### config.mk
export PLATFORM = sky130hd
export DESIGN_NAME = win_scanner_flat
export DESIGN_NICKNAME = d
export VERILOG_FILES = /design/src/rtl/win_pkg.sv /design/src/rtl/win_scanner_if.sv /design/src/rtl/win_line_match.sv /design/src/rtl/win_scanner.sv /design/src/flat_wrapper.sv
export SDC_FILE = /design/constraint.sdc
export NUM_CORES = 1
export LEC_CHECK = 0
export CORE_UTILIZATION = 51
export CTS_BUF_LIST = sky130_fd_sc_hd__clkbuf_4 sky130_fd_sc_hd__clkbuf_8
export DETAILED_ROUTE_END_ITERATION = 8
export DONT_BUFFER_PORTS = 1
export GPL_TIMING_DRIVEN = 1
export MAX_ROUTING_LAYER = met4
export PLACE_DENSITY_LB_ADDON = 0.25
export SLEW_MARGIN = 25
export SYNTH_ARGS = -nofsm -noshare
export SYNTH_HDL_FRONTEND = slang
export SYNTH_HIERARCHICAL = 1
export SYNTH_SLANG_ARGS = --single-unit
### constraint.sdc
create_clock -name clk -period 6.4 [get_ports clk]
set_clock_uncertainty 0.2 [all_clocks]
set_input_delay 1.28 -clock clk [delete_from_list [all_inputs] [get_ports clk]]
set_output_delay 1.28 -clock clk [all_outputs]
set_load 0.02 [all_outputs]
### src/rtl/win_pkg.sv
// Shared encodings for the window scanner: line directions, FSM states, cell indexing.
// Pure declarations; no logic, no latency, no flow control.
package win_pkg;

    localparam logic [1:0] DIR_H = 2'd0;
    localparam logic [1:0] DIR_V = 2'd1;
    localparam logic [1:0] DIR_D = 2'd2;
    localparam logic [1:0] DIR_A = 2'd3;

    typedef enum logic [1:0] {
        ST_IDLE = 2'd0,
        ST_SCAN = 2'd1,
        ST_DONE = 2'd2
    } state_t;

    function automatic int cell_idx(input int r, input int c, input int cols);
        return r * cols + c;
    endfunction

endpackage

### src/rtl/win_scanner_if.sv
// Request/result bundle between game-state register, scanner and game-control FSM.
// start is only honoured while busy is low; results hold until the next accepted start.
interface win_scanner_if #(
    parameter int ROWS   = 5,
    parameter int COLS   = 5,
    parameter int CELL_W = 2
);
    localparam int RW = (ROWS > 1) ? $clog2(ROWS) : 1;
    localparam int CW = (COLS > 1) ? $clog2(COLS) : 1;

    logic                          start;
    logic [ROWS*COLS*CELL_W-1:0]   board;
    logic [CELL_W-1:0]             player_id;
    logic                          busy;
    logic                          done;
    logic                          player_won;
    logic [1:0]                    win_dir;
    logic [RW-1:0]                 win_row;
    logic [CW-1:0]                 win_col;

    modport master (
        output start, board, player_id,
        input  busy, done, player_won, win_dir, win_row, win_col
    );

    modport slave (
        input  start, board, player_id,
        output busy, done, player_won, win_dir, win_row, win_col
    );

endinterface

### src/rtl/win_line_match.sv
// Combinational check of the four lines starting at anchor (r,c); lines leaving the board never match.
// Zero latency, no flow control.
module win_line_match
    import win_pkg::*;
#(
    parameter int ROWS    = 5,
    parameter int COLS    = 5,
    parameter int WIN_LEN = 4,
    parameter int CELL_W  = 2,
    parameter int RW      = 3,
    parameter int CW      = 3
) (
    input  logic [ROWS*COLS*CELL_W-1:0] board,
    input  logic [CELL_W-1:0]           player_id,
    input  logic [RW-1:0]               r,
    input  logic [CW-1:0]               c,
    output logic [3:0]                  match
);
    localparam int BW = ROWS * COLS * CELL_W;
    localparam int IW = (BW > 1) ? $clog2(BW) : 1;

    // Off-board cells are rejected before the board is indexed, so the select stays in range.
    function automatic logic line_ok(input logic [BW-1:0] b, input logic [CELL_W-1:0] p,
                                     input int r0, input int c0, input int dr, input int dc);
        logic           ok;
        int             rr;
        int             cc;
        logic [IW-1:0]  bidx;
        ok   = (p != '0);
        bidx = '0;
        for (int i = 0; i < WIN_LEN; i++) begin
            rr = r0 + i * dr;
            cc = c0 + i * dc;
            if (rr < 0 || rr >= ROWS || cc < 0 || cc >= COLS) begin
                ok = 1'b0;
            end else begin
                bidx = IW'(cell_idx(rr, cc, COLS) * CELL_W);
                if (b[bidx +: CELL_W] != p) ok = 1'b0;
            end
        end
        return ok;
    endfunction

    assign match[DIR_H] = line_ok(board, player_id, int'(r), int'(c), 0,  1);
    assign match[DIR_V] = line_ok(board, player_id, int'(r), int'(c), 1,  0);
    assign match[DIR_D] = line_ok(board, player_id, int'(r), int'(c), 1,  1);
    assign match[DIR_A] = line_ok(board, player_id, int'(r), int'(c), 1, -1);

endmodule

### src/rtl/win_scanner.sv
// Scans a latched board one anchor per cycle for a WIN_LEN run of player_id; done pulses at t+2+k (win) or t+1+ROWS*COLS.
// start is ignored while busy; no output backpressure, result registers hold until the next accepted start.
module win_scanner
    import win_pkg::*;
#(
    parameter int ROWS    = 5,
    parameter int COLS    = 5,
    parameter int WIN_LEN = 4,
    parameter int CELL_W  = 2
) (
    input  logic         clk,
    input  logic         rst_n,
    win_scanner_if.slave bus
);
    localparam int BW = ROWS * COLS * CELL_W;
    localparam int RW = (ROWS > 1) ? $clog2(ROWS) : 1;
    localparam int CW = (COLS > 1) ? $clog2(COLS) : 1;

    state_t            state,   state_nxt;
    logic [BW-1:0]     board_q, board_nxt;
    logic [CELL_W-1:0] pid_q,   pid_nxt;
    logic [RW-1:0]     r_q,     r_nxt;
    logic [CW-1:0]     c_q,     c_nxt;
    logic              won_q,   won_nxt;
    logic [1:0]        dir_q,   dir_nxt;
    logic [RW-1:0]     row_q,   row_nxt;
    logic [CW-1:0]     col_q,   col_nxt;
    logic [3:0]        match;

    win_line_match #(
        .ROWS(ROWS), .COLS(COLS), .WIN_LEN(WIN_LEN), .CELL_W(CELL_W), .RW(RW), .CW(CW)
    ) u_match (
        .board     (board_q),
        .player_id (pid_q),
        .r         (r_q),
        .c         (c_q),
        .match     (match)
    );

    always_ff @(posedge clk or negedge rst_n) begin
        if (!rst_n) begin
            state   <= ST_IDLE;
            board_q <= '0;
            pid_q   <= '0;
            r_q     <= '0;
            c_q     <= '0;
            won_q   <= 1'b0;
            dir_q   <= '0;
            row_q   <= '0;
            col_q   <= '0;
        end else begin
            state   <= state_nxt;
            board_q <= board_nxt;
            pid_q   <= pid_nxt;
            r_q     <= r_nxt;
            c_q     <= c_nxt;
            won_q   <= won_nxt;
            dir_q   <= dir_nxt;
            row_q   <= row_nxt;
            col_q   <= col_nxt;
        end
    end

    always_comb begin
        state_nxt = state;
        board_nxt = board_q;
        pid_nxt   = pid_q;
        r_nxt     = r_q;
        c_nxt     = c_q;
        won_nxt   = won_q;
        dir_nxt   = dir_q;
        row_nxt   = row_q;
        col_nxt   = col_q;
        case (state)
            ST_IDLE: begin
                if (bus.start) begin
                    board_nxt = bus.board;
                    pid_nxt   = bus.player_id;
                    won_nxt   = 1'b0;
                    dir_nxt   = '0;
                    row_nxt   = '0;
                    col_nxt   = '0;
                    r_nxt     = '0;
                    c_nxt     = '0;
                    state_nxt = ST_SCAN;
                end
            end
            ST_SCAN: begin
                if (|match) begin
                    won_nxt   = 1'b1;
                    dir_nxt   = match[DIR_H] ? DIR_H :
                                match[DIR_V] ? DIR_V :
                                match[DIR_D] ? DIR_D : DIR_A;
                    row_nxt   = r_q;
                    col_nxt   = c_q;
                    state_nxt = ST_DONE;
                end else if (r_q == RW'(ROWS - 1) && c_q == CW'(COLS - 1)) begin
                    state_nxt = ST_DONE;
                end else if (c_q == CW'(COLS - 1)) begin
                    c_nxt = '0;
                    r_nxt = r_q + RW'(1);
                end else begin
                    c_nxt = c_q + CW'(1);
                end
            end
            ST_DONE: state_nxt = ST_IDLE;
            default: state_nxt = ST_IDLE;
        endcase
    end

    assign bus.busy       = (state != ST_IDLE);
    assign bus.done       = (state == ST_DONE);
    assign bus.player_won = won_q;
    assign bus.win_dir    = dir_q;
    assign bus.win_row    = row_q;
    assign bus.win_col    = col_q;

endmodule
### src/flat_wrapper.sv
// flat-port wrapper written by rule: the top's interface ports become plain ports
module win_scanner_flat import win_pkg::*;
#(
    parameter int ROWS    = 5,
    parameter int COLS    = 5,
    parameter int WIN_LEN = 4,
    parameter int CELL_W  = 2
)
  (clk, rst_n, bus_start, bus_board, bus_player_id, bus_busy, bus_done, bus_player_won, bus_win_dir, bus_win_row, bus_win_col);
  win_scanner_if #(.ROWS(ROWS), .COLS(COLS), .CELL_W(CELL_W)) bus_i ();
  input  logic clk;
  input  logic rst_n;
  input wire logic [$bits(bus_i.start)-1:0] bus_start;
  input wire logic [$bits(bus_i.board)-1:0] bus_board;
  input wire logic [$bits(bus_i.player_id)-1:0] bus_player_id;
  output wire logic [$bits(bus_i.busy)-1:0] bus_busy;
  output wire logic [$bits(bus_i.done)-1:0] bus_done;
  output wire logic [$bits(bus_i.player_won)-1:0] bus_player_won;
  output wire logic [$bits(bus_i.win_dir)-1:0] bus_win_dir;
  output wire logic [$bits(bus_i.win_row)-1:0] bus_win_row;
  output wire logic [$bits(bus_i.win_col)-1:0] bus_win_col;
  assign bus_i.start = bus_start;
  assign bus_i.board = bus_board;
  assign bus_i.player_id = bus_player_id;
  assign bus_busy = bus_i.busy;
  assign bus_done = bus_i.done;
  assign bus_player_won = bus_i.player_won;
  assign bus_win_dir = bus_i.win_dir;
  assign bus_win_row = bus_i.win_row;
  assign bus_win_col = bus_i.win_col;
  win_scanner #(.ROWS(ROWS), .COLS(COLS), .WIN_LEN(WIN_LEN), .CELL_W(CELL_W)) u_core (.clk(clk), .rst_n(rst_n), .bus(bus_i));
endmodule
# After elaboration in Yosys (flattened, before gate mapping)
# Cells that the tools add are included.
[word_totals]
input_bits = 55
word_cells = 188
ff_bits = 69
output_inout_bits = 11
[classes]
addsub = 24
muxes = 52
n_shift = 13
reduce_logical = 41
n_mul = 4
n_eq_ne = 23
order_cmp = 22
[op_table]
columns = ["op", "count"]
rows = [
  ["$shiftx A50 B7 Y2", 13],
  ["$add A5 B5 Y5", 9],
  ["$logic_or A1 B1 Y1", 30],
  ["$mux W1", 29],
  ["$mux W3", 9],
  ["$ne A2 B2 Y1", 13],
  ["$ge A4 B3 Y1 const B", 6],
  ["$lt A4 B1 Y1 const B", 6],
  ["$pmux W3 S2", 4],
  ["$add A3 B2 Y4 const B", 4],
  ["$add A5 B4 Y5", 3],
  ["$ge A5 B4 Y1 const B", 3],
  ["$lt A5 B1 Y1 const B", 3],
  ["$mul A4 B3 Y5 const B", 3],
  ["$mux W2", 7],
  ["$add A3 B1 Y4 const B", 2],
  ["$pmux W2 S2", 2],
  ["$add A3 B1 Y3 const B", 2],
  ["$eq A3 B3 Y1 const B", 2],
  ["$ge A3 B3 Y1 const B", 2],
  ["$lt A3 B1 Y1 const B", 2],
  ["$ne A2 B2 Y1 const B", 3],
  ["$reduce_bool A2 Y1", 3],
  ["$add A4 B1 Y5 const B", 1],
  ["other kinds (16)", 18],
]

# Longest topological paths before layout
[depth]
word_depth = 17
ltp_mapped = 19
mapped_depth_nobuf = 16

# Hierarchy
# The synthesis kept the hierarchy.
[by_module_without_submodules]
columns = ["mod", "seq_area_each_um2", "cells_per_inst", "n_inst", "area_per_inst_um2"]
rows = [
  ["win_line_match", 0.0, 549, 1, 5894.4],
  ["win_scanner", 1726.7, 300, 1, 2800.2],
]

# Worst setup path before layout
# Ideal clock, no wire load.
[synth_path]
kind = "reg-to-reg"
startpoint = "register u_core.r_q[1]"
endpoint = "register u_core.dir_q[0], in the netlist u_core/bus.win_dir[0]"
arrival_ns = 5.317
path_slack_ns = 0.816
stages_incl_launch_ff = 16
path_buffers = 1
t_required_ns = 6.134
period_less_slack_ns = 5.584
setup_ns = 0.066
path_cell_list = "dfrtp_1 inv_1 ha_1 inv_1 fa_1 xor2_1 mux4_2 mux2_2 nor2_1 a31oi_1 or4_1 a221oi_1 nor4_2 buf_4 a2111oi_0 a31o_1"
[synth_between]
word_cells_on_any_way = 118
classes_between = "add/sub (16); mul (4); order compare (8); eq/ne (14); shift (13); mux (31); reduce/logical (32)"
[synth_rtl]
columns = ["item", "line", "rtl"]
rows = [
  ["start, declared", "win_scanner.sv:22", "logic [RW-1:0] r_q, r_nxt;"],
  ["start signal, assigned", "win_scanner.sv:55", "r_q <= r_nxt;"],
  ["parallel branches: the longest is 11 deep, another holds $mul A4 B3 Y5", "n/a", ""],
  ["$mux W1 (*)", "win_line_match.sv:34", "if (rr < 0 || rr >= ROWS || cc < 0 || cc >= COLS) begin"],
  ["via u_core.match[1]", "win_scanner.sv:28", "logic [3:0] match;"],
  ["$mux W2", "win_scanner.sv:92", "match[DIR_V] ? DIR_V :"],
  ["$mux W2", "win_scanner.sv:91", "dir_nxt = match[DIR_H] ? DIR_H :"],
  ["$mux W2", "win_scanner.sv:89", "if (|match) begin"],
  ["$pmux W2 S2", "win_scanner.sv:74", "case (state)"],
  ["end signal, assigned", "win_scanner.sv:58", "dir_q <= dir_nxt;"],
  ["end, declared", "win_scanner.sv:25", "logic [1:0] dir_q, dir_nxt;"],
]
# Mark *: on every way through the listed nets, which the timed path passes. The select of a mux whose other input is x is not followed.
# A chain may end at the register's enable or synchronous reset.

# Worst setup path after layout
[layout_path]
startpoint = "register u_core.r_q[0]"
endpoint = "register u_core.c_q[1]"
[layout_between]
elab_chain_cells = 15
word_cells_on_any_way = 116
classes_between = "add/sub (16); mul (4); order compare (8); eq/ne (16); shift (13); mux (26); reduce/logical (33)"
[layout_lines]
columns = ["item", "line", "rtl"]
rows = [
  ["parallel branches: the longest is 11 deep, another holds $mul A4 B3 Y5", "n/a", ""],
  ["$mux W1 (*)", "win_line_match.sv:34", ""],
  ["via u_core.match[1]", "win_scanner.sv:28", ""],
  ["$reduce_or A4 Y1 (*)", "win_scanner.sv:89", ""],
  ["$ne A2 B2 Y1 (no source line) (*)", "n/a", ""],
  ["$reduce_and A4 Y1 (no source line) (*)", "n/a", ""],
  ["end signal, assigned", "win_scanner.sv:56", "c_q <= c_nxt;"],
  ["end, declared", "win_scanner.sv:23", "logic [CW-1:0] c_q, c_nxt;"],
]
# Mark *: on every way through the listed nets, which the timed path passes.

==> metrics.yaml <==
outcome:
  status: "finished, final reports clean"
floorplanning:
  die_h_um: 133
  initial_core_util_pct: 52.2
  pin_count: 66
  die_x_um: 133
  die_area_sq_um: 17600
  std_cell_rows: 47
  coreArea_sq_um: 16600
clock_tree:
  cts_tree: "yes"
  path_clk_slew_ns: 0.08
  clk_latency_ns: 0.35
  cts_hold_buf: 0
  h-tree-depth: 3
  ctsRootBufferMaster: "clkbuf_8"
  clkSinkCount: 69
  cts-buffers-inserted: 9
  cts_resized: 0
  cts.path.max_buffers: 2
  cts_setup_buffers: 0
finish:
  fin_nets: 997
  antenna_cells: 0
  layout_commonest_cell: "nand2_1"
  final_cell_mix: "nand2_1, mux2i_1, mux4_2"
  drive_gt1_share_pct: 20.7
  area_delta_synth_final_pct: 6.10
  nFillCells: 1444
route:
  drtPass1Iterations: 5
  drc: 0
  viasPerCell: 6.31
  drt_iter0_drc: 644
  num_vias: 6807
  drt-total-wl_um: 23100
  routedWlPerCell_um: 21.4
  ant_nets: 0
placed_design:
  globalplace.congestion: 0.969
  place.detailed.hpwl_um: 18300
  io_buffers: 0
flow_run:
  max_cap_violations: 0
worst_setup_path:
  crit_chain: "ha_1 -> inv_1 -> fa_1 -> mux4_2 -> mux2_2 -> mux4_2 -> nor4b_1 -> a31oi_1 -> or3_4 -> a221oi_1 -> buf_4 -> nor4_2 -> buf_4 -> and2_1 -> a32o_1"
  cpPeakStageDelay_ns: 1.18
  critPathMaxFanout: 20
  crit_path_start_kind: "register"
  criticalPathCategory: "reg -> reg"
  crit_arrival_ns: 5.96
  rrSetupSlack_ns: 0.49
  endpoint_kind: "register"
  path_buf_inv: 3
  critPathTopFamily: "adder cells"
  worst-endpoint-required_ns: 6.45
  slowest_stage: "fa_1"
grt:
  grt_max_degree: 70
  overflow: 0
  antenna_found_initial: 0
  grt_pass1_vias: 6629
  grt_pass1_wl_um: 37000
  grtUsageTotal_pct: 28.1
timing:
  slew_headroom_pct: 32.8
  finalSetupViolCount: 0
  fmax_mhz: 169
  tns_ns: 0
  post-route-period-util_pct: 92.4
  maxSlewViolCount: 0
  rsz0062_at_grt: "no"
  finalHoldViolations: 0
  fin_crit_ns: 5.91
  worst-slew-pin-transition_ns: 1.01
synthesis:
  ys_seq_elements: 69
  netlist-cell-type-count: 57
  yosysSeqAreaShare_pct: 19.9
  synth_flop_cell: "dfrtp_1"
  netlist_instances: 849
  avgSynthCellArea_sq_um: 10.2
  synth_edf_count: 0
  yosys_warnings: 6
  syn-num-nets: 992
  netlist_area_sq_um: 8690
  ys_async_sr_fraction_pct: 100
hold_path:
  hold_class: "reg -> reg"
## metrics by stage
stage / setup WS, ns / cells / hold WS [ns] / utilization [%] / instance area (sq um)
after floorplan: 0.816 / 849 / 0.240 / - / 8690
after global placement: 0.681 / 1063 / 0.303 / 54.2 / 9030
after detailed placement: 0.552 / 1063 / 0.311 / 54.2 / 9030
after CTS: 0.521 / 1079 / 0.332 / 55.4 / 9230
after global routing: 0.180 / 1079 / 0.361 / 55.4 / 9230
final: 0.487 / 1079 / 0.329 / 55.4 / 9230
## worst paths after layout
kind,startpoint,to,depth (start not counted)
setup / recovery,u_core/r_q[0],u_core/c_q[1],15
hold / removal,u_core/board_q[46],u_core/board_q[46],2
setup reg to reg,u_core/r_q[0],u_core/c_q[1],15
hold reg to reg,u_core/board_q[46],u_core/board_q[46],2
max in group asynchronous,rst_n,u_core/bus.win_col[1],0
min in group asynchronous,rst_n,u_core/board_q[12],0
## sequential cells by signal, summed over array words and instances, names as in the netlist
register / cells
u_core/bus.win_dir: 2
u_core/pid_q: 2
u_core/bus.win_row: 3
u_core/r_q: 3
u_core/bus.player_won: 1
u_core/bus.win_col: 3
u_core/board_q: 50
u_core/state: 2
u_core/c_q: 3
## metal layers
metal / wire, um / GRT usage, % / up-vias
met3: 2110 / 5.94 / 52
li1: - / - / 3116
met5: 0 / - / -
met2: 10700 / 42.7 / 326
met4: 615 / 9.20 / 0
met1: 9710 / 37.5 / 3313
## cells in the mapped netlist (all sizes together), types with 15 or more instances
master	number	area (sq um)
a21oi	25	125
a21o	16	120
o21ai	16	80.1
buf	30	168
dfrtp	69	1730
inv	38	143
nand3	15	75.1
xnor2	26	254
mux2	32	360
nor2	16	60.1
xor2	26	235
mux4	83	1870
mux2i	91	911
ha	75	938
nand2	185	694
## cells by family (layout without fill, tap and decap cells)
family | after synthesis | in the layout | synth area share (%)
adder cells (fa/ha/maj) | 88 | 88 | 13.8
multiplexers | 206 | 206 | 36.1
AO/OA/AOI/OAI | 83 | 83 | 6.40
XOR/XNOR | 52 | 52 | 5.63
flip-flops | 69 | 69 | 19.9
buffers and inverters | 75 | 85 | 3.87
AND/OR/NAND/NOR | 276 | 276 | 14.3
## final cells by class
type                    count  area [sq um]  area share, %
clock buffers               9           124           1.34
clock inverters             7          73.8          0.800
inverters                  38           143           1.55
multi-input cells         705          6650           72.1
flip-flops and latches     69          1730           18.7
well taps                 220           275           2.98
repair buffers             31           233           2.52
## tightest hold or removal path: cells and delay by family (launching register included)
| family | cells | cell delay (ns) |
|---|---|---|
| flops | 1 | 0.38 |
| simple gates | 2 | 0.12 |
Power is not shown: default switching activity piles up to over one toggle a cycle in this logic, so the estimate is an artifact.
